==> src/rtl/fan_thermal_sched_pkg.sv <==
// Shared types and zone tables for the fan thermal scheduler.
package fan_thermal_pkg;

  typedef enum logic [2:0] {
    S_IDLE,
    S_POLL_WAIT,
    S_REQ,
    S_RESP_WAIT,
    S_EVAL
  } state_t;

  localparam int unsigned NUM_ZONES = 5;
  localparam int unsigned ZONE_W    = 3;

  typedef logic [ZONE_W-1:0] zone_t;

  // Lower temperature bound (degC) of zone z+1, i.e. the step-up threshold out of zone z
  function automatic int th_of(zone_t z);
    case (z)
      3'd0:    th_of = 40;
      3'd1:    th_of = 55;
      3'd2:    th_of = 70;
      default: th_of = 85;
    endcase
  endfunction

  function automatic logic [7:0] dz_of(zone_t z);
    case (z)
      3'd0:    dz_of = 8'd60;
      3'd1:    dz_of = 8'd100;
      3'd2:    dz_of = 8'd150;
      3'd3:    dz_of = 8'd190;
      default: dz_of = 8'd222;
    endcase
  endfunction

  // Multi-step zone move: climb while at/above threshold, fall only below threshold minus hysteresis
  function automatic zone_t next_zone(zone_t z, logic signed [7:0] t, int hyst);
    zone_t nz;
    nz = z;
    for (int unsigned i = 0; i < NUM_ZONES - 1; i++) begin
      if (nz < zone_t'(NUM_ZONES - 1) && int'(t) >= th_of(nz))
        nz = nz + 1'b1;
    end
    for (int unsigned i = 0; i < NUM_ZONES - 1; i++) begin
      if (nz > '0 && int'(t) < th_of(nz - 1'b1) - hyst)
        nz = nz - 1'b1;
    end
    return nz;
  endfunction

endpackage

==> src/rtl/fan_thermal_sched_if.sv <==
// Start/done handshake to the I2C temperature controller.
interface fan_thermal_sched_if;
  logic       i2c_start;
  logic       i2c_done;
  logic [7:0] i2c_rd_data;

  modport master (output i2c_start, input i2c_done, input i2c_rd_data);
  modport slave  (input i2c_start, output i2c_done, output i2c_rd_data);
endinterface

==> src/rtl/fan_thermal_sched_duty_slew.sv <==
// Slew-limited fan duty register: 1 LSB per strobe toward target, instant jump to max on force.
module duty_slew #(
  parameter int unsigned DUTY_DEFAULT = 50,
  parameter int unsigned DUTY_MAX     = 222
) (
  input  logic       clk,
  input  logic       rst,
  input  logic       en,
  input  logic [7:0] target,
  input  logic       force_max,
  input  logic       step,
  output logic [7:0] duty
);

  always_ff @(posedge clk) begin
    if (rst || !en) begin
      duty <= 8'(DUTY_DEFAULT);
    end else if (force_max) begin
      duty <= 8'(DUTY_MAX);
    end else if (step) begin
      if (duty < target)
        duty <= duty + 8'd1;
      else if (duty > target)
        duty <= duty - 8'd1;
    end
  end

endmodule

==> src/rtl/fan_thermal_sched.sv <==
// Periodic I2C temperature poll, zone mapping with hysteresis, failsafe and slewed fan duty.
module fan_thermal_sched
  import fan_thermal_pkg::*;
#(
  parameter int unsigned POLL_CYCLES    = 7_812_500,
  parameter int unsigned TIMEOUT_CYCLES = 78_125,
  parameter int unsigned RAMP_CYCLES    = 78_125,
  parameter int unsigned FAIL_LIMIT     = 3,
  parameter int unsigned HYST_C         = 2,
  parameter int unsigned DUTY_DEFAULT   = 50,
  parameter int unsigned DUTY_MAX       = 222
) (
  input  logic                clk,
  input  logic                rst,
  input  logic                enable,
  fan_thermal_sched_if.master bus,
  output logic [7:0]          fan_duty,
  output logic [7:0]          temp_c,
  output logic                temp_valid,
  output logic [2:0]          zone,
  output logic                failsafe
);

  localparam int unsigned FW = $clog2(FAIL_LIMIT + 1);
  localparam int unsigned RW = (RAMP_CYCLES > 1) ? $clog2(RAMP_CYCLES) : 1;

  state_t        state;
  logic [22:0]   poll_cnt;
  logic [16:0]   to_cnt;
  logic [FW-1:0] fail_cnt;
  logic [RW-1:0] ramp_cnt;

  logic          ramp_step;
  logic          timeout_hit;
  logic [FW-1:0] fail_next;
  logic          fs_enter;
  logic [7:0]    target;

  always_comb begin
    ramp_step   = (ramp_cnt == RW'(RAMP_CYCLES - 1));
    timeout_hit = (state == S_RESP_WAIT) && !bus.i2c_done &&
                  (to_cnt == 17'(TIMEOUT_CYCLES - 1));
    fail_next   = (fail_cnt == FW'(FAIL_LIMIT)) ? fail_cnt : fail_cnt + 1'b1;
    // fs_enter lets the duty register jump on the same edge the failsafe flag sets
    fs_enter    = timeout_hit && (fail_next == FW'(FAIL_LIMIT));
    // With no reading yet, hold the default duty rather than ramping to the zone-0 level
    target      = temp_valid ? dz_of(zone) : 8'(DUTY_DEFAULT);
  end

  always_ff @(posedge clk) begin
    if (rst || !enable) begin
      state         <= S_IDLE;
      poll_cnt      <= '0;
      to_cnt        <= '0;
      fail_cnt      <= '0;
      ramp_cnt      <= '0;
      failsafe      <= 1'b0;
      bus.i2c_start <= 1'b0;
      temp_valid    <= 1'b0;
      zone          <= '0;
      if (rst)
        temp_c <= '0;
    end else begin
      ramp_cnt      <= ramp_step ? '0 : ramp_cnt + 1'b1;
      bus.i2c_start <= 1'b0;
      case (state)
        S_IDLE: begin
          state    <= S_POLL_WAIT;
          poll_cnt <= '0;
        end
        S_POLL_WAIT: begin
          if (poll_cnt == 23'(POLL_CYCLES - 1)) begin
            poll_cnt      <= '0;
            state         <= S_REQ;
            bus.i2c_start <= 1'b1;
          end else begin
            poll_cnt <= poll_cnt + 1'b1;
          end
        end
        S_REQ: begin
          to_cnt <= '0;
          state  <= S_RESP_WAIT;
        end
        S_RESP_WAIT: begin
          if (bus.i2c_done) begin
            temp_c     <= bus.i2c_rd_data;
            temp_valid <= 1'b1;
            fail_cnt   <= '0;
            failsafe   <= 1'b0;
            state      <= S_EVAL;
          end else if (timeout_hit) begin
            fail_cnt <= fail_next;
            if (fs_enter)
              failsafe <= 1'b1;
            poll_cnt <= '0;
            state    <= S_POLL_WAIT;
          end else begin
            to_cnt <= to_cnt + 1'b1;
          end
        end
        S_EVAL: begin
          zone     <= next_zone(zone, $signed(temp_c), int'(HYST_C));
          poll_cnt <= '0;
          state    <= S_POLL_WAIT;
        end
        default: state <= S_IDLE;
      endcase
    end
  end

  duty_slew #(
    .DUTY_DEFAULT(DUTY_DEFAULT),
    .DUTY_MAX    (DUTY_MAX)
  ) u_duty_slew (
    .clk      (clk),
    .rst      (rst),
    .en       (enable),
    .target   (target),
    .force_max(failsafe | fs_enter),
    .step     (ramp_step),
    .duty     (fan_duty)
  );

endmodule

==> src/flat_wrapper.sv <==
// flat-port wrapper written by rule: the top's interface ports become plain ports
module fan_thermal_sched_flat import fan_thermal_pkg::*;
#(
  parameter int unsigned POLL_CYCLES    = 7_812_500,
  parameter int unsigned TIMEOUT_CYCLES = 78_125,
  parameter int unsigned RAMP_CYCLES    = 78_125,
  parameter int unsigned FAIL_LIMIT     = 3,
  parameter int unsigned HYST_C         = 2,
  parameter int unsigned DUTY_DEFAULT   = 50,
  parameter int unsigned DUTY_MAX       = 222
)
  (clk, rst, enable, fan_duty, temp_c, temp_valid, zone, failsafe, bus_i2c_start, bus_i2c_done, bus_i2c_rd_data);
  fan_thermal_sched_if bus_i ();
  input  logic clk;
  input  logic rst;
  input  logic enable;
  output logic [7:0] fan_duty;
  output logic [7:0] temp_c;
  output logic temp_valid;
  output logic [2:0] zone;
  output logic failsafe;
  output wire logic [$bits(bus_i.i2c_start)-1:0] bus_i2c_start;
  input wire logic [$bits(bus_i.i2c_done)-1:0] bus_i2c_done;
  input wire logic [$bits(bus_i.i2c_rd_data)-1:0] bus_i2c_rd_data;
  assign bus_i2c_start = bus_i.i2c_start;
  assign bus_i.i2c_done = bus_i2c_done;
  assign bus_i.i2c_rd_data = bus_i2c_rd_data;
  fan_thermal_sched #(.POLL_CYCLES(POLL_CYCLES), .TIMEOUT_CYCLES(TIMEOUT_CYCLES), .RAMP_CYCLES(RAMP_CYCLES), .FAIL_LIMIT(FAIL_LIMIT), .HYST_C(HYST_C), .DUTY_DEFAULT(DUTY_DEFAULT), .DUTY_MAX(DUTY_MAX)) u_core (.clk(clk), .rst(rst), .enable(enable), .bus(bus_i), .fan_duty(fan_duty), .temp_c(temp_c), .temp_valid(temp_valid), .zone(zone), .failsafe(failsafe));
endmodule
==> config.mk <==
export PLATFORM = sky130hd
export DESIGN_NAME = fan_thermal_sched_flat
export DESIGN_NICKNAME = d
export VERILOG_FILES = /design/src/rtl/fan_thermal_sched_pkg.sv /design/src/rtl/fan_thermal_sched_if.sv /design/src/rtl/fan_thermal_sched_duty_slew.sv /design/src/rtl/fan_thermal_sched.sv /design/src/flat_wrapper.sv
export SDC_FILE = /design/constraint.sdc
export NUM_CORES = 1
export LEC_CHECK = 0
export ABC_AREA = 1
export CAP_MARGIN = 20
export CORE_MARGIN = 4
export CORE_UTILIZATION = 30
export CTS_BUF_LIST = sky130_fd_sc_hd__clkbuf_16
export CTS_CLUSTER_SIZE = 40
export DETAILED_ROUTE_END_ITERATION = 10
export PLACE_DENSITY = 0.54
export SYNTH_ARGS = -nofsm -noshare
export SYNTH_HDL_FRONTEND = slang
export SYNTH_SLANG_ARGS = --single-unit
==> constraint.sdc <==
create_clock -name clk -period 19.2 [get_ports clk]
set_input_delay 1.92 -clock clk [delete_from_list [all_inputs] [get_ports clk]]
set_output_delay 1.92 -clock clk [all_outputs]
set_load 0.02 [all_outputs]
# After elaboration in Yosys (flattened, before gate mapping)
# Cells that the tools add are included.
word_totals:
  regBits: 84
  output_inout_bits: 22
  elab_cells: 201
classes:
  add_sub_neg: 18
  n_lt_le_gt_ge: 18
  eq_ne: 32
  n_mux: 74
  bitwise: 2
  n_reduce_logical: 45
op_table:
  columns: ["operator", "n"]
  rows:
  - ["32-bit 2-to-1 mux", 16]
  - ["7-bit one-hot mux with 3 select lines", 8]
  - ["8-bit by 32-bit >= comparator with 1-bit output", 4]
  - ["8-bit by 32-bit < comparator with 1-bit output", 4]
  - ["32-bit by 3-bit subtractor with 32-bit output (second input constant)", 4]
  - ["3-bit 2-to-1 mux", 25]
  - ["8-bit 2-to-1 mux", 9]
  - ["23-bit 2-to-1 mux", 3]
  - ["23-bit one-hot mux with 3 select lines", 1]
  - ["17-bit by 1-bit adder with 17-bit output (second input constant)", 2]
  - ["17-bit == test (second input constant)", 2]
  - ["17-bit 2-to-1 mux", 2]
  - ["17-bit one-hot mux with 2 select lines", 1]
  - ["3-bit by 2-bit == test with 1-bit output (second input constant)", 11]
  - ["8-bit one-hot mux with 4 select lines", 1]
  - ["3-bit by 1-bit == test with 1-bit output (second input constant)", 9]
  - ["3-bit logical NOT", 9]
  - ["23-bit by 1-bit adder with 23-bit output (second input constant)", 1]
  - ["23-bit == test (second input constant)", 1]
  - ["2-bit nonzero test", 7]
  - ["3-bit by 1-bit adder with 3-bit output (second input constant)", 4]
  - ["3-bit by 1-bit > comparator with 1-bit output (second input constant)", 4]
  - ["3-bit < comparator (second input constant)", 4]
  - ["3-bit one-hot mux with 4 select lines", 1]
  - ["other kinds (22)", 56]

# Longest topological paths before layout
depth:
  ltp_word: 78
  ltp_mapped: 148
  depth_no_buf: 148

# Hierarchy
# Synthesis repeated with hierarchy kept, for this count alone.
hier_totals:
  cells_unflattened: 1111
  area_unflattened_um2: 7771.2
by_module_without_submodules:
  columns: ["mod", "instances", "cells_each", "area_each_um2", "seq_area_each_um2"]
  rows:
  - ["fan_thermal_sched", 1, 993, 6885.4, 1601.5]
  - ["duty_slew", 1, 118, 885.8, 160.2]

# Worst setup path before layout
# OpenSTA, ideal clock, no wires.
synth_path:
  kind: "register -> register"
  start: "register u_core.zone[0]"
  end: "register u_core.zone[2]"
  setup_time_ns: 0.132
  t_arrival_ns: 16.302
  required_time_ns: 19.068
  slack_ns: 2.766
  stages_incl_launch_ff: 125
  n_path_buf: 0
  synth_period_minus_slack_ns: 16.434
  path_cell_list: "dfxtp_1 -> inv_1 -> ha_1 -> o21ai_0 -> inv_1 -> ha_1 -> nand2_1 -> nor2_1 -> nand2_1 -> nand2_1 -> nand2_1 -> nand2_2 -> nand2_1 -> o21ai_0 -> inv_1 -> ha_1 -> nor2_1 -> nor3_1 -> (+89 left out) -> nand2_1 -> inv_1 -> ha_1 -> ha_1 -> o21ai_0 -> nor2_1 -> ha_1 -> ha_1 -> nand2_1 -> o21ai_0 -> o211ai_1 -> nand2_1 -> nand2_1 -> nand3_1 -> o21ai_0 -> inv_1 -> nand2_1 -> a21oi_1"
synth_via:
  elab_chain_len: 78
  word_cells_on_any_way: 106
synth_lines:
  columns: ["item", "line", "rtl"]
  rows:
  - ["start, declared", "fan_thermal_sched.sv:20", "output logic [2:0] zone,"]
  - ["start signal, assigned", "fan_thermal_sched.sv:102", "zone <= next_zone(zone, $signed(temp_c), int'(HYST_C));"]
  - ["3-bit by 2-bit == test with 1-bit output (tied with other cells)", "fan_thermal_sched_pkg.sv:19", "case (z)"]
  - ["7-bit one-hot mux with 3 select lines", "fan_thermal_sched_pkg.sv:19", null]
  - ["32-bit 2-to-1 mux", "fan_thermal_sched.sv:66", "case (state)"]
  - ["32-bit 2-to-1 mux", "fan_thermal_sched.sv:51", "if (rst || !enable) begin"]
  - ["8-bit by 32-bit >= comparator with 1-bit output", "fan_thermal_sched_pkg.sv:42", "if (nz < zone_t'(NUM_ZONES - 1) && int'(t) >= th_of(nz))"]
  - ["1-bit logical AND", "fan_thermal_sched_pkg.sv:42", null]
  - ["3-bit 2-to-1 mux (*)", "fan_thermal_sched_pkg.sv:42", null]
  - ["3-bit 2-to-1 mux (*)", "fan_thermal_sched.sv:66", null]
  - ["(+62 left out)", null, null]
  - ["3-bit by 2-bit == test with 1-bit output (tied with other cells)", "fan_thermal_sched_pkg.sv:19", null]
  - ["7-bit one-hot mux with 3 select lines", "fan_thermal_sched_pkg.sv:19", null]
  - ["32-bit 2-to-1 mux", "fan_thermal_sched.sv:66", null]
  - ["32-bit 2-to-1 mux", "fan_thermal_sched.sv:51", null]
  - ["32-bit by 3-bit subtractor with 32-bit output", "fan_thermal_sched_pkg.sv:46", "if (nz > '0 && int'(t) < th_of(nz - 1'b1) - hyst)"]
  - ["8-bit by 32-bit < comparator with 1-bit output", "fan_thermal_sched_pkg.sv:46", null]
  - ["1-bit logical AND", "fan_thermal_sched_pkg.sv:46", null]
  - ["3-bit 2-to-1 mux (*)", "fan_thermal_sched_pkg.sv:46", null]
# Every way passes the cells marked *; elsewhere a longest branch is shown, timed or not. The select of a mux whose other input is x is not followed.
# A chain may end at the register's enable or synchronous reset.

# Worst setup path in the final report
layout_path:
  start: "register u_core.zone[0]"
  end: "register u_core.zone[1]"
# The elaborated chain is that of the path after synthesis.

==> metrics.cfg <==
[run_status]
run_status=completed

[route]
drt_pass1_iterations=4
antenna_left=0
drc=0
wl_per_cell_um=11.7
viasPerCell=4.64
drt_wl_total_um=17400
num_vias=6910
drtIter0Drc=318

[worst_setup_path]
crit_fanout=6
slowest_stage=dfxtp_2
critPathBufInv=17
critPathTopFamily=simple AND/OR/NAND/NOR gates
critPathCaptureType=register
cp_data_arrival_time_ps=17390
crit_type=reg -> reg
max_stage_delay_ps=360
required_ps=19400
cpMostUsedCell=nand2_1
setup.worst_path.start_class=register

[cts]
clock-sinks=84
clkLatencyLatePin_ps=350
cts_buffers=9
cts_tree=yes
htreeDepth=3
clk_path_buf_depth=2
cts_root_buf=clkbuf_16
cts.clk_slew.worst_paths_ps=60

[synthesis]
yosysUniqueCellTypes=52
synthCells=1096
yosys-top-cells-count=nand2_1, inv_1, ha_1
synth_seq_cells=84
synth_area_um2=7550
yosys.area.top_type=ha_1
avgSynthCellArea_um2=6.89
ys_warn_count=0
ys_top_cells_by_area=ha_1, dfxtp_1, nand2_1
synth_top_area_share_pct=21.7
synth.most_common_cell=nand2_1
ys.flop_type=dfxtp_1
synth-async-reset-ratio_pct=0
synth_edf_count=8
ys_seq_area_share_pct=23.3

[placement]
pre_cts_slack_ps=726
postPlaceCellArea_um2=8350
gp_congestion=0.814
dp_hpwl_um=13700
placedCellCount=1467
port_buffers=33

[global_route]
antenna_found_initial=0
grt_use_total_pct=12.9
overflow=0
grt_pass1_wl_um=30600
grt_pass1_vias=6472
grt_use_met2_pct=21.1
met1_usage_pct=18.2
grt.busiest_layer=met2
gr-usage-met3_pct=1.42
grt_max_degree=29

[timing]
tns_ps=0
fin_crit_ps=17190
fin_skew_ps=8.04
setup_viol=0
fin_ws_ps=2010
slew_viol_final=0
hold_viol=0
tightest_slew_ps=869
fmax_ghz=0.0582
rsz0062_at_grt=false
min_period_over_period_pct=89.5
max_slew_margin_pct=42.1

[hold_path]
hold_class=reg -> reg

[die]
dieWidth_um=167
start_util_pct=30.8
die_y_um=167
core_area_um2=24500
die_area_um2=27800
fp-row-count=57
ios=34

[finish]
fin_area_um2=8790
area_growth_pct=16.4
final_nets=1304
final_layout_size_suffix_gt1_share_pct=7.81
diodes=0
stdcell_count=1489

[power]
leakage_nw=4.07
totalPowerFinal_w=0.000826
p_per_area_nw_per_um2=94.0
vdd_drop_max_mv=0.0574

[flow_run]
max_cap_viol_count=0

## kinds of logic after synthesis
kind of cell,Yosys count,share of synthesized area [%]
other,2,0.0995
AOI/OAI and AO/OA,161,12.1
xor gates and xnor gates,8,0.928
and+or+nand+nor,509,31.6
DFF,84,23.3
buffers and inverters,200,9.99
adders and majority gates,132,22.0
## cell type report
cell class	count	area, um2
fill	2683	15700
timing repair buffer	43	405
tap	324	405
inverter	192	726
clock buffer	9	225
sequential	84	1760
multi-input combinational	830	5170
clock inverter	7	90.1
## layer usage
metal | part of all wire (%) | wire length [um]
met3 | 2.8 | 493
met4 | 1.2 | 212
met1 | 51 | 8890
met2 | 45 | 7850
met5 | 0 | 0
## cell usage in the layout (no fill, tap or decap), types with 6 or more instances in the layout
master / count
nand3_1: 45
edfxtp_1: 8
clkbuf_16: 9
xor2_1: 8
ha_1: 129
a21oi_1: 83
nand4_1: 21
o21ai_0: 35
nand2_1: 220
a211oi_1: 10
conb_1: 20
nor3_2: 7
nor2_1: 101
nand3_2: 10
nor3_1: 39
or2_2: 6
clkdlybuf4s50_1: 33
nor4_1: 15
nand2_2: 11
o211ai_1: 6
inv_1: 183
inv_2: 7
dfxtp_1: 74
nor3b_1: 14
buf_4: 10
## sequential cells by signal (all words and copies together), names as in the netlist
name,cells
u_core.temp_c,8
u_core.u_duty_slew.duty,8
u_core.fail_cnt,2
u_core.temp_valid,1
u_core.poll_cnt,23
u_core.state,3
u_core.failsafe,1
u_core.bus.i2c_start,1
u_core.to_cnt,17
u_core.ramp_cnt,17
u_core.zone,3
## stage by stage
step | hold slack (ps) | util (%)
after floorplan | 417 | -
after global placement | 434 | 34.0
after detailed placement | 439 | 34.0
after CTS | 449 | 35.3
after global routing | 489 | 35.8
final | 446 | 35.8
## final timing paths
| kind | from | to | slack [ps] | cells past startpoint |
|---|---|---|---|---|
| worst min-delay path | u_core.ramp_cnt[0] | u_core.ramp_cnt[0] | 450 | 1 |
| worst max-delay path | u_core.zone[0] | u_core.zone[1] | 2010 | 132 |
| worst min register to register | u_core.ramp_cnt[0] | u_core.ramp_cnt[0] | 450 | 1 |
| worst max register to register | u_core.zone[0] | u_core.zone[1] | 2010 | 132 |
## power breakdown
| group | switching [W] | internal [W] | total [W] | leakage [nW] |
|---|---|---|---|---|
| sequential | 0.00000317 | 0.000179 | 0.000182 | 0.696 |
| combinational | 0.000278 | 0.000180 | 0.000458 | 3.22 |
| clock | 0.0000722 | 0.000114 | 0.000186 | 0.161 |
| total | 0.000354 | 0.000472 | 0.000826 | 4.07 |
## repair_timing
| action | in CTS | in global routing |
|---|---|---|
| buffers inserted | 0 | 6 |
| endpoints found under the setup margin | 0 | 3 |
| hold buffers | 0 | 0 |
| resized for setup | 0 | 26 |
(Power assumes the default switching activity.)
